<file path="src/rtl/rv32i_types.sv">
// Shared types for the memory-side blocks: arbiter state encoding and port index width.
package rv32i_types;

    localparam int unsigned PORT_IDX_W = 1;

    typedef enum logic [1:0] {
        S_IDLE = 2'd0,
        S_GNT0 = 2'd1,
        S_GNT1 = 2'd2
    } mem_arb_state_t;

endpackage

</file>
<file path="src/rtl/rr_pick.sv">
// Two-way request picker: round-robin on ties, or port 0 always wins when fixed is set.
module rr_pick
    import rv32i_types::*;
(
    input  logic [1:0]            req,
    input  logic [PORT_IDX_W-1:0] last,
    input  logic                  fixed,
    output logic [1:0]            pick
);

    always_comb begin
        pick = 2'b00;
        unique case (req)
            2'b01:   pick = 2'b01;
            2'b10:   pick = 2'b10;
            // On a tie, serve the port that did not go last.
            2'b11:   pick = (fixed || last == 1'b1) ? 2'b01 : 2'b10;
            default: pick = 2'b00;
        endcase
    end

endmodule

</file>
<file path="src/rtl/mem_arbiter.sv">
// Two-requester memory arbiter; one access outstanding at a time, no preemption.
module mem_arbiter
    import rv32i_types::*;
#(
    parameter int unsigned PRIO_FIXED = 0
) (
    input  logic        clk,
    input  logic        rst,

    input  logic [31:0] p0_addr,
    input  logic        p0_read,
    input  logic        p0_write,
    input  logic [3:0]  p0_wmask,
    input  logic [31:0] p0_wdata,
    output logic [31:0] p0_rdata,
    output logic        p0_resp,

    input  logic [31:0] p1_addr,
    input  logic        p1_read,
    input  logic        p1_write,
    input  logic [3:0]  p1_wmask,
    input  logic [31:0] p1_wdata,
    output logic [31:0] p1_rdata,
    output logic        p1_resp,

    output logic [31:0] mem_addr,
    output logic        mem_read,
    output logic        mem_write,
    output logic [3:0]  mem_wmask,
    output logic [31:0] mem_wdata,
    input  logic [31:0] mem_rdata,
    input  logic        mem_resp,

    output logic [1:0]  gnt
);

    mem_arb_state_t        state_q, state_d;
    logic [PORT_IDX_W-1:0] last_q, last_d;
    logic [1:0]            req;
    logic [1:0]            pick;

    assign req = {p1_read | p1_write, p0_read | p0_write};

    rr_pick u_rr_pick (
        .req   (req),
        .last  (last_q),
        .fixed (PRIO_FIXED != 0),
        .pick  (pick)
    );

    assign p0_rdata = mem_rdata;
    assign p1_rdata = mem_rdata;

    always_ff @(posedge clk) begin
        if (rst) begin
            state_q <= S_IDLE;
            last_q  <= 1'b1;
        end else begin
            state_q <= state_d;
            last_q  <= last_d;
        end
    end

    always_comb begin
        state_d   = state_q;
        last_d    = last_q;
        mem_addr  = 32'h0;
        mem_read  = 1'b0;
        mem_write = 1'b0;
        mem_wmask = 4'h0;
        mem_wdata = 32'h0;
        p0_resp   = 1'b0;
        p1_resp   = 1'b0;
        gnt       = 2'b00;

        // Outputs are held quiet while rst is high so an in-flight access is dropped at once.
        if (!rst) begin
            unique case (state_q)
                S_IDLE: begin
                    if (pick[0]) begin
                        state_d = S_GNT0;
                    end else if (pick[1]) begin
                        state_d = S_GNT1;
                    end
                end
                S_GNT0: begin
                    gnt       = 2'b01;
                    mem_addr  = p0_addr;
                    mem_read  = p0_read;
                    mem_write = p0_write;
                    mem_wmask = p0_wmask;
                    mem_wdata = p0_wdata;
                    if (!req[0]) begin
                        state_d = S_IDLE;
                    end else if (mem_resp) begin
                        p0_resp = 1'b1;
                        last_d  = 1'b0;
                        state_d = S_IDLE;
                    end
                end
                S_GNT1: begin
                    gnt       = 2'b10;
                    mem_addr  = p1_addr;
                    mem_read  = p1_read;
                    mem_write = p1_write;
                    mem_wmask = p1_wmask;
                    mem_wdata = p1_wdata;
                    if (!req[1]) begin
                        state_d = S_IDLE;
                    end else if (mem_resp) begin
                        p1_resp = 1'b1;
                        last_d  = 1'b1;
                        state_d = S_IDLE;
                    end
                end
                default: state_d = S_IDLE;
            endcase
        end
    end

endmodule

</file>
<file path="config.mk">
export PLATFORM = sky130hd
export DESIGN_NAME = mem_arbiter
export DESIGN_NICKNAME = d
export VERILOG_FILES = /design/src/rtl/rv32i_types.sv /design/src/rtl/rr_pick.sv /design/src/rtl/mem_arbiter.sv
export SDC_FILE = /design/constraint.sdc
export NUM_CORES = 1
export LEC_CHECK = 0
export BUFFER_PORTS_ARGS = -buffer_cell sky130_fd_sc_hd__buf_2
export CELL_PAD_IN_SITES_DETAIL_PLACEMENT = 1
export CELL_PAD_IN_SITES_GLOBAL_PLACEMENT = 2
export CORE_MARGIN = 2
export CORE_UTILIZATION = 11
export DETAILED_ROUTE_END_ITERATION = 12
export PLACE_DENSITY_LB_ADDON = 0.1
export SLEW_MARGIN = 5
export SYNTH_ARGS = -nofsm -noshare
export SYNTH_HDL_FRONTEND = slang
export SYNTH_HIERARCHICAL = 1
export SYNTH_SLANG_ARGS = --single-unit
</file>
<file path="constraint.sdc">
create_clock -name clk -period 2.6 [get_ports clk]
set_input_delay 0.39 -clock clk [delete_from_list [all_inputs] [get_ports clk]]
set_output_delay 0.39 -clock clk [all_outputs]
set_load 0.01 [all_outputs]
</file>
==> impl_summary.md, run 1 <==
Global routing
The number of global-route vias before repair came to 2504. The initial antenna violation count came to 0. Entering global routing, the biggest net connects 47 pins.

Global routing consumed, over all layers together, 10.6% of the routing resources. The wire length of the first global-routing pass is 14.0 mm. The total overflow left after global routing is 0.

Clock tree
The number of instances resized during post-cts repair is 0. The maximum buffer depth of the clock tree is 2. The cell at the root of the clock tree is clkbuf_16. The number of buffers created by CTS is 3. The clock latency on the worst-skew pair is 220 ps. The TritonCTS sink count is 3. CTS built an H-tree with a depth of 1.

In this run the post-CTS setup repair buffer count came out at 0. The number of buffers inserted by hold repair at cts is 0. Clock-pin slew was measured on the worst setup and hold paths at 30 ps. TritonCTS built the clock tree.

Critical path
The launching element type of the critical path is a register. Traced cell by cell, the critical path runs through inv_1 > ha_1 > nand2b_2 > buf_4 > nor2_1 > buf_2. The required time at the endpoint of the critical path is 2210 ps. The endpoint class of the critical path is an output port.

In this design, the stage delay of the slowest critical-path cell is 420 ps. The library cell contributing the largest single delay on the critical path is dfxtp_1. The highest fanout seen on the critical path is 36. The worst setup path is of the register to output port kind. The worst register-to-register path has a depth of 6. STA puts the critical path data arrival time at 1820 ps.

Place
Summing all placed instances gives a cell area of 2570 sq um. At the end of routability-driven placement, the weighted congestion stood at 0.676. Input and output buffers added on the ports amount to 216. Timing analysis after detailed placement gives a worst setup slack of 584 ps.

Detailed placement ended at an HPWL of 7.95 mm. The placed instance count is 619.

Synthesis
During synthesis, Yosys emitted a total of 6 warnings. After technology mapping, the gate count stands at 273. The share of the synthesized area in the top cell type is 30.2%.

The share of the Yosys chip area taken by registers is 3.46%. The mapped netlist covers 1740 sq um. In this run, synthesis produced a sequential element count of 3. Summed over all instances, the cell type with the most area after synthesis is a22oi_1. The average instance area after synthesis is 6.37 sq um. Yosys attributes the largest share of cell area to a22oi_1 30%, buf_4 28%, nor2_1 16%, buf_2 4.9%, ha_1 4.3%. The count of distinct cell types in the synthesized netlist is 31.

Die
The die is 130 microns tall. The x dimension of the die is 130 microns. The area of the placeable core is 15300 sq um. After floorplanning, the core was divided into 45 placement rows. The effective utilization at floorplan is 11.3%. The full die area is 16800 sq um. The count of boundary I/O pins is 313.

Drt
The detail-routed via count per cell is 3.92. The detail-routed net length per standard cell is 15.7 microns. The remaining antenna violation count is 0. The length of the first detailed-routing pass in iterations is 4. The post-detailed-route DRC marker count is 0.

The routed wire length is 9.77 mm. Summing over every cut layer, the via total after detailed routing is 2442. For this block, the initial DRC count from the detailed router was 63.

Layout
The number of nets in the layout is 594. For this run, the number of standard cells in the final layout without fillers is 623. The final cell area excluding filler cells is 2650 sq um. The filler cells instantiated in the layout total 1967.

Relative to the synthesized area, the layout overhead comes to 52.3%. Cells with a size suffix above 1 make up 56.1% of the layout. The count of antenna diodes in the layout is 0.

Worst hold path
Counting instances, the worst hold path has a depth of 2. The path class of the tightest hold or removal check is input pin to register.

STA
The final-report max-slew violation count is 0. The top achievable clock speed is 452 MHz. The number of hold violations in the final report is 0. Setup repair after global routing left no endpoint under its margin. The tightest hold path in the finished design has a slack of 426 ps. The final setup violation count is 0.

The final critical-path required period is 2210 ps. The share of the cycle needed by the critical path after routing is 85.2%. The smallest setup slack after layout is 386 ps. Across the routed clock network, the largest skew measured is 0.473 ps. After routing, the total negative slack on setup checks comes to 0 ps.

Run
The number of max-cap violations is 0.

Pwr
In this run the static leakage power is 1.36 nW. The maximum VDD drop is 0.117 mV. In this run the power density over the cells is 258 nW/um^2.

Status
The run finished with clean final reports.
-- cell families after synthesis --
kind of cell | Yosys count | share of synthesized area, %
AO/OA/AOI/OAI | 85 | 36.2
adder cells (fa/ha/maj) | 6 | 4.32
buffers and inverters | 92 | 35.1
flip-flops | 3 | 3.46
other | 1 | 0.216
AND/OR/NAND/NOR | 86 | 20.7
-- final timing paths --
check	start	to	slack, ps
hold reg to reg	last_q	last_q	580
setup reg to reg	state_q[1]	last_q	900
hold / removal	rst	state_q[1]	430
setup / recovery	state_q[0]	mem_addr[0]	390
-- metal layers --
metal / global-route usage, % / part of all wire, % / vias up
li1: - / - / 1173
met1: 12.5 / 38 / 1113
met2: 19.2 / 51 / 129
met3: 1.97 / 8.3 / 27
met4: 3.54 / 2.5 / 0
met5: 0 / 0 / -
-- cells in the mapped netlist --
| cell type | count |
|---|---|
| or2_1 | 1 |
| o21ai_1 | 4 |
| a22oi_1 | 70 |
| a31oi_1 | 1 |
| dfxtp_1 | 3 |
| nor3b_1 | 1 |
| ha_1 | 6 |
| buf_2 | 17 |
| clkbuf_1 | 6 |
| nor2_1 | 72 |
| nand3_1 | 1 |
| o21a_2 | 1 |
| or3b_1 | 1 |
| inv_1 | 4 |
| and3_1 | 2 |
| o21a_1 | 1 |
| o21bai_1 | 1 |
| conb_1 | 1 |
| or2_2 | 1 |
| a21boi_1 | 1 |
| o211ai_1 | 1 |
| nand2b_1 | 1 |
| nand2_1 | 1 |
| and2_1 | 1 |
| nor2b_1 | 3 |
| a21oi_2 | 1 |
| a2111o_1 | 1 |
| o2111ai_1 | 1 |
| nand3b_1 | 1 |
| buf_4 | 65 |
| a21oi_1 | 2 |
-- layout make-up --
type	count	area, sq um	area share (%)
Clock buffer	4	78.8	2.98
Inverter	4	15.0	0.567
Multi-Input combinational cell	179	1080	40.7
Sequential cell	3	60.1	2.27
Tap cell	211	264	9.97
Timing Repair Buffer	222	1150	43.5
-- report_power, final --
part           leakage (nW)  internal, mW  switching, mW
clock network        0.0382         0.203         0.0440
logic                  1.30         0.176          0.204
registers            0.0247        0.0509        0.00616
total                  1.36         0.429          0.254
-- per-stage QoR --
step / util, % / power (mW)
after CTS: 17.3 / 0.700
after detailed placement: 16.8 / 0.449
after global routing: 17.3 / 0.747
after floorplan: - / 0.349
after global placement: 16.8 / 0.448
final: 17.3 / 0.683
-- cell usage in the layout, fill, tap and decap left out --
cell / count
buf_2: 216
nor2_1: 72
a22oi_1: 70
inv_1: 4
o21ai_1: 4
ha_1: 4
buf_4: 4
nor2b_1: 3
clkbuf_16: 3
dfxtp_1: 3
and3_1: 2
a21oi_1: 2
ha_2: 2
buf_12: 2
conb_1: 2
or2_2: 1
nand2b_2: 1
or2_1: 1
a2111o_1: 1
nand2_1: 1
o2111ai_1: 1
a21oi_2: 1
o21a_1: 1
o21a_2: 1
o211ai_1: 1
nor3b_1: 1
or3b_1: 1
o21bai_1: 1
a31oi_1: 1
nand3_1: 1
nand3b_1: 1
clkbuf_1: 1
and2_1: 1
a21boi_1: 1
-- critical path: cells and delay by family (launching register included) --
family	cells	cell delay, ps
buffers and inverters	3	630
flip-flops	1	420
adder cells (fa/ha/maj)	1	320
AND/OR/NAND/NOR	2	190
-- state kept, by name, summed over array words and instances, names as in the netlist --
register / flops
state_q: 2
last_q: 1
Power figures use the tool's default switching activity.
==> run 2: changes to the inputs <==
CORE_MARGIN = unset   (was 2)
==> run 2 against run 1 <==
Net effect:
- routed wire length fell by 9.2%
- combinational power barely moved
- final area rose by 1.5%
- via count fell by 0.70%
- sequential cell count did not move
- first-iteration DRC count rose by 40%
- largest power group unchanged
==> impl_summary.md, run 2 (same netlist as run 1, synthesis figures left out) <==
Drt
The number of DRC markers after the initial detailed-route iteration is 88. The length of the first detailed-routing pass in iterations is 4. The detailed-route via count is 2425. Dividing the detail-routed via count by the number of cells gives 3.88. The routed design has 8.86 mm of wire. In the routed design, unresolved DRC markers number 0.

In this run the remaining antenna-violating nets after routing total 0. In the final routed layout, each cell accounts on average for 14.2 microns.

Critical path
The critical path is of the register to output port type. The cell count of the worst reg-to-reg path is 6. The highest fanout seen on the critical path is 32. The endpoint class of the critical path is an output port. The endpoint arrival time on the critical path is 1830 ps. The required time at the endpoint of the critical path is 2210 ps.

The worst setup path is launched from a register.

Place
In this run the tool buffered the top-level ports with 216 buffer cells. Summed over all nets, the half-perimeter wirelength after detailed placement is 7.12 mm. OpenSTA, run right after detailed placement, puts the worst setup slack at 552 ps. The routability congestion estimate from global placement is 0.705.

Clock tree
CTS placed an instance of clkbuf_16 at the clock tree root. The clock net in this run drives a total of 3 sinks. TritonCTS built the clock tree. In this run the number of H-tree levels came out at 1. The total setup buffers inserted after CTS is 0. After clock tree synthesis, the flow added hold-fix buffers numbering 0. The clock latency on the worst-skew pair is 220 ps. The number of buffers created by CTS is 3.

Clock-pin slew was measured on the worst setup and hold paths at 30 ps. The maximum buffer depth of the clock tree is 2. In this run, post-CTS repair resized a total of 0 instances.

Layout
After filler insertion, the fill cell instance count of the layout stands at 1967. The layout overhead on the synthesized area is 54.6%. The fraction of layout cells with a size suffix above 1 is 56.3%.

The total area of multi-input combinational cells is 1080 sq um. Cells fill 17.5% of the core in the end. The register with the most flip-flops is state_q. The largest registers in the layout are state_q x2, last_q x1. The count of antenna diodes in the layout is 0. The number of flip-flops in the largest register is 2.

The register area is 60.1 sq um. The library cells used most frequently in the layout, excluding fill and tap cells, are 216 x buf_2, 72 x nor2_1, 70 x a22oi_1. The leading cell type in the layout, fill and taps excluded is buf_2. The number of nets in the layout is 596.

Die
The floorplan step defined a core boundary enclosing 15300 sq um. The full die area is 16300 sq um. The die boundary height is 128 microns. The x dimension of the die is 128 microns. 313 I/O pins were placed. The initialized floorplan defines 45 standard-cell rows. The initial utilization of the core area, before any placement, comes to 11.3%.

STA
The final setup violation count is 0. Setup repair after global routing left no endpoint under its margin. On the final layout, the worst clock skew is 1.22 ps.

The number of hold violations in the final report is 0. The setup TNS after final layout is 0 ps. The final-report max-slew violation count is 0.

The routed design could run at a clock period as short as 2220 ps. Dividing the final minimum period by the clock period gives 85.4%. Timing would allow up to 450 MHz.

The smallest setup slack after layout is 380 ps.

Global routing
The number of global-route vias before repair is 2472. The initial antenna violation count is 0. Global routing finished with a remaining overflow of 0. The wire length of the first global-routing pass is 13.3 mm. For this run, the total global-route usage over all layers was measured as 10.2%. The pin count of the biggest net entering global routing is 75.

Pwr
Across the VDD grid, the largest voltage drop is 0.273 mV. The power per cell area is 254 nW/um^2. The total power of the final layout is 0.683 mW. In this run the static leakage power is 1.39 nW.

Run
The number of max-cap violations is 0.

Worst hold path
The worst hold path was traced through 2 stages. The path class of the lowest-slack min-delay path is input pin to register.

Status
The flow ran to the end, and the final reports show no timing, DRC or antenna violations.
==> run 2: cell count changes in the layout (fill, tap and decap cells not counted), sizes merged <==
cell | previous run | this run
buf | 222 | 224
==> run 2: cell type report <==
type | instances | area share (%)
timing repair buffer | 224 | 44.3
multi-input combinational | 179 | 40.1
tap | 211 | 9.82
clock buffer | 4 | 2.93
sequential | 3 | 2.23
inverter | 4 | 0.559
==> run 2: metrics by stage <==
step                      cells  cell area (sq um)  hold slack, ps
final                       625               2690             419
after global routing        625               2690             444
after CTS                   625               2690             429
after detailed placement    621               2610             551
after global placement      621               2610             558
after floorplan             274               1740             452
==> run 2: final timing paths <==
path | start | endpoint | slack, ps
max | state_q[0] | mem_wdata[20] | 380
min | rst | state_q[1] | 420
max reg2reg | state_q[1] | last_q | 830
min reg2reg | last_q | last_q | 560
==> run 2: report_power, final <==
group	leakage [nW]	switching (mW)	internal, mW
clock network	0.0382	0.0408	0.202
registers	0.0247	0.00569	0.0509
logic	1.32	0.202	0.181
==> run 2: per-layer routing <==
metal / GRT usage, % / part of all wire (%)
met1: 10.9 / 37
met2: 19.7 / 53
met3: 2.05 / 8.2
met4: 3.60 / 2.7
met5: 0 / 0
==> run 2: critical path, cell delays in order, from the launching register on <==
cell	delay, ps
dfxtp_1	410
inv_1	110
ha_1	310
nand2b_2	300
buf_12	240
nor2_1	70
buf_2	140
==> run 3: changes to the inputs <==
BUFFER_PORTS_ARGS = -buffer_cell sky130_fd_sc_hd__buf_4   (was -buffer_cell sky130_fd_sc_hd__buf_2)
==> run 3 against run 2 <==
Net effect:
- final area is 19% higher
- largest cell class unchanged
- register-to-register slack improved by 100 ps
- sequential power about the same
- routed wire length is 9.0% higher
- global-route usage up 0.53 points
==> impl_summary.md, run 3 (same netlist as run 1, synthesis figures left out) <==
Status
The flow ran to the end, and the final reports show no timing, DRC or antenna violations.

Critical path
In this run the critical register-to-register path is launched from state_q[1]. The launching element type of the critical path is a register. STA puts the critical path data arrival time at 1840 ps. The critical path is of the register to output port type.

The worst setup path startpoint is state_q[1]. The endpoint class of the critical path is an output port. STA puts the critical path data required time at 2210 ps.

The highest fanout seen on the critical path is 19.

STA
The smallest setup slack after layout is 366 ps. Final hold analysis gives a worst-case slack of 382 ps. The final critical-path required period is 2230 ps. The share of the cycle needed by the critical path after routing is 85.9%. The final-report max-slew violation count is 0. Setup repair after global routing left no endpoint under its margin. For this run, the top clock speed supported by timing is 448 MHz. The setup TNS after final layout is 0 ps. Between clock sinks in the finished design, the worst skew comes to 0.561 ps.

The final setup violation count is 0. The number of hold violations in the final report came to 0.

Global routing
For met1 alone, demand over resource in global routing was 11.4%. The number of global-route vias before repair was 2431. The residual overflow from global routing is 0.

In this run the most used layer during global routing was met2. Global routing consumed, over all layers together, 10.7% of the routing resources. The wire length of the first global-routing pass is 13.8 mm. The met3 capacity usage during global routing is 2.55%. The initial antenna violation count is 0. The pin count of the biggest net entering global routing is 50. The met2 routing resource usage after global routing is 20.4%.

Drt
The detailed-route via count is 2445. The detail-routed via count per cell is 3.92. The remaining antenna violation count is 0. In the final routed layout, each cell accounts on average for 15.5 microns. The number of DRC markers after the initial detailed-route iteration is 45.

The routed wire length is 9.66 mm. For this run, the detailed router's first-pass iteration total came to 4. The post-detailed-route DRC marker count is 0.

Clock tree
Post-CTS timing repair inserted 0 buffers for setup. Gates resized during post-CTS repair numbered 0. In this run the clock root is driven by a clkbuf_16. TritonCTS created 3 clock buffers.

Clock tree synthesis found a total of 3 sinks. Hold repair after CTS inserted 0 buffers. Clock-pin slew was measured on the worst setup and hold paths at 30 ps. The H-tree depth is 1. The TritonCTS clock tree is done. The later pin in the worst-skew pair is clocked with a latency of 230 ps. Counting along the longest clock path gives a buffer depth of 2.

Layout
The core occupancy in the finished layout is 20.9%. The number of flip-flops in the largest register is 2. The repair_antennas step left the layout with diodes totalling 0. At the end of the flow, the number of nets in the layout was 595.

Summing all flip-flop and latch instances after layout gives 60.1 sq um. The number of non-filler instances in the completed layout is 624. The final-layout fill cell count is 1885.

The register with the most flip-flops is state_q. The library cells used most frequently in the layout, excluding fill and tap cells, are 220 x buf_4, 72 x nor2_1, 70 x a22oi_1. In the final layout, the registers with the most flip-flops are state_q x2, last_q x1. Leaving out fill and tap cells, the most frequent cell in the layout is buf_4. The post-route netlist has 56.2% of its cells at a drive strength greater than 1. The layout overhead on the synthesized area is 84.6%. Summing all multi-input logic gate instances after layout gives 1080 sq um.

Place
The total of buffers placed on input and output ports is 216. The post-placement setup slack is 562 ps. The placed wire-length estimate after detailed placement is 7.61 mm. Routability-driven placement finished with a final weighted congestion of 0.714. Including well taps, the total number of placed cells is 620.

Pwr
Of the total power, the share spent switching nets is 34.0%. The static power due to leakage is 1.49 nW. The net switching power is 0.261 mW. The internal power of the cells totals 0.508 mW. Per report_power, the sequential group accounts for 7.4% of the total. The combinational share of power is 60.1%. The power per cell area is 240 nW/um^2.

The maximum VDD drop is 0.0998 mV. Per report_power, the clock group accounts for 32.5% of the total.

Die
The full die area is 16300 sq um. The x dimension of the die is 128 microns. The effective utilization at floorplan is 11.3%. The count of boundary I/O pins is 313. The region available for standard cell placement spans 15300 sq um. In this run the core area contains 45 standard-cell rows.

In this run the vertical extent of the chip is 128 microns.

Run
The number of max-cap violations is 0.

Worst hold path
The startpoint of the tightest hold check path is rst. The path class of the lowest-slack min-delay path is input pin to register.
run 3: changes by cell type in the layout (fill, tap and decap cells not counted):
cell,before,now
buf_2,216,0
buf_12,4,3
buf_4,4,220
run 3: worst max-delay path, stage by stage, from the launching register on:
cell	delay (ps)
dfxtp_1	350
inv_1	140
ha_2	420
buf_4	330
a22oi_1	100
nor2_1	120
buf_4	130
run 3: power groups by stage:
stage,registers (mW),logic [mW],clock network (mW)
2_1_floorplan,0.0557,0.293,0
3_3_place_gp,0.0570,0.471,0
3_5_place_dp,0.0575,0.472,0
4_1_cts,0.0569,0.474,0.253
5_1_grt,0.0580,0.509,0.259
6_report,0.0567,0.462,0.250
run 3: cell type report:
class	instances	area share, %
timing repair buffer	223	53.4
tap	211	8.23
inverter	4	0.468
clock buffer	4	2.46
sequential	3	1.87
multi-input combinational	179	33.6
run 3: per-stage QoR:
step                      total power [mW]  instance area [sq um]
after floorplan                      0.349                   1740
after global placement               0.528                   3130
after detailed placement             0.529                   3130
after CTS                            0.784                   3210
after global routing                 0.826                   3210
final                                0.769                   3210
run 3: routing by layer:
layer | up-vias | wire (microns) | share of wire (%)
li1 | 1173 | - | -
met1 | 1121 | 3480 | 36
met2 | 128 | 5080 | 53
met3 | 23 | 836 | 8.7
met4 | 0 | 262 | 2.7
met5 | - | 0 | 0
run 3: path summary, 6_finish.rpt:
check                               endpoint  slack (ps)  depth (start not counted)
worst max-delay path            mem_addr[11]         370                          6
worst min-delay path              state_q[1]         380                          2
worst max register to register        last_q         930                          5
worst min register to register        last_q         550                          2
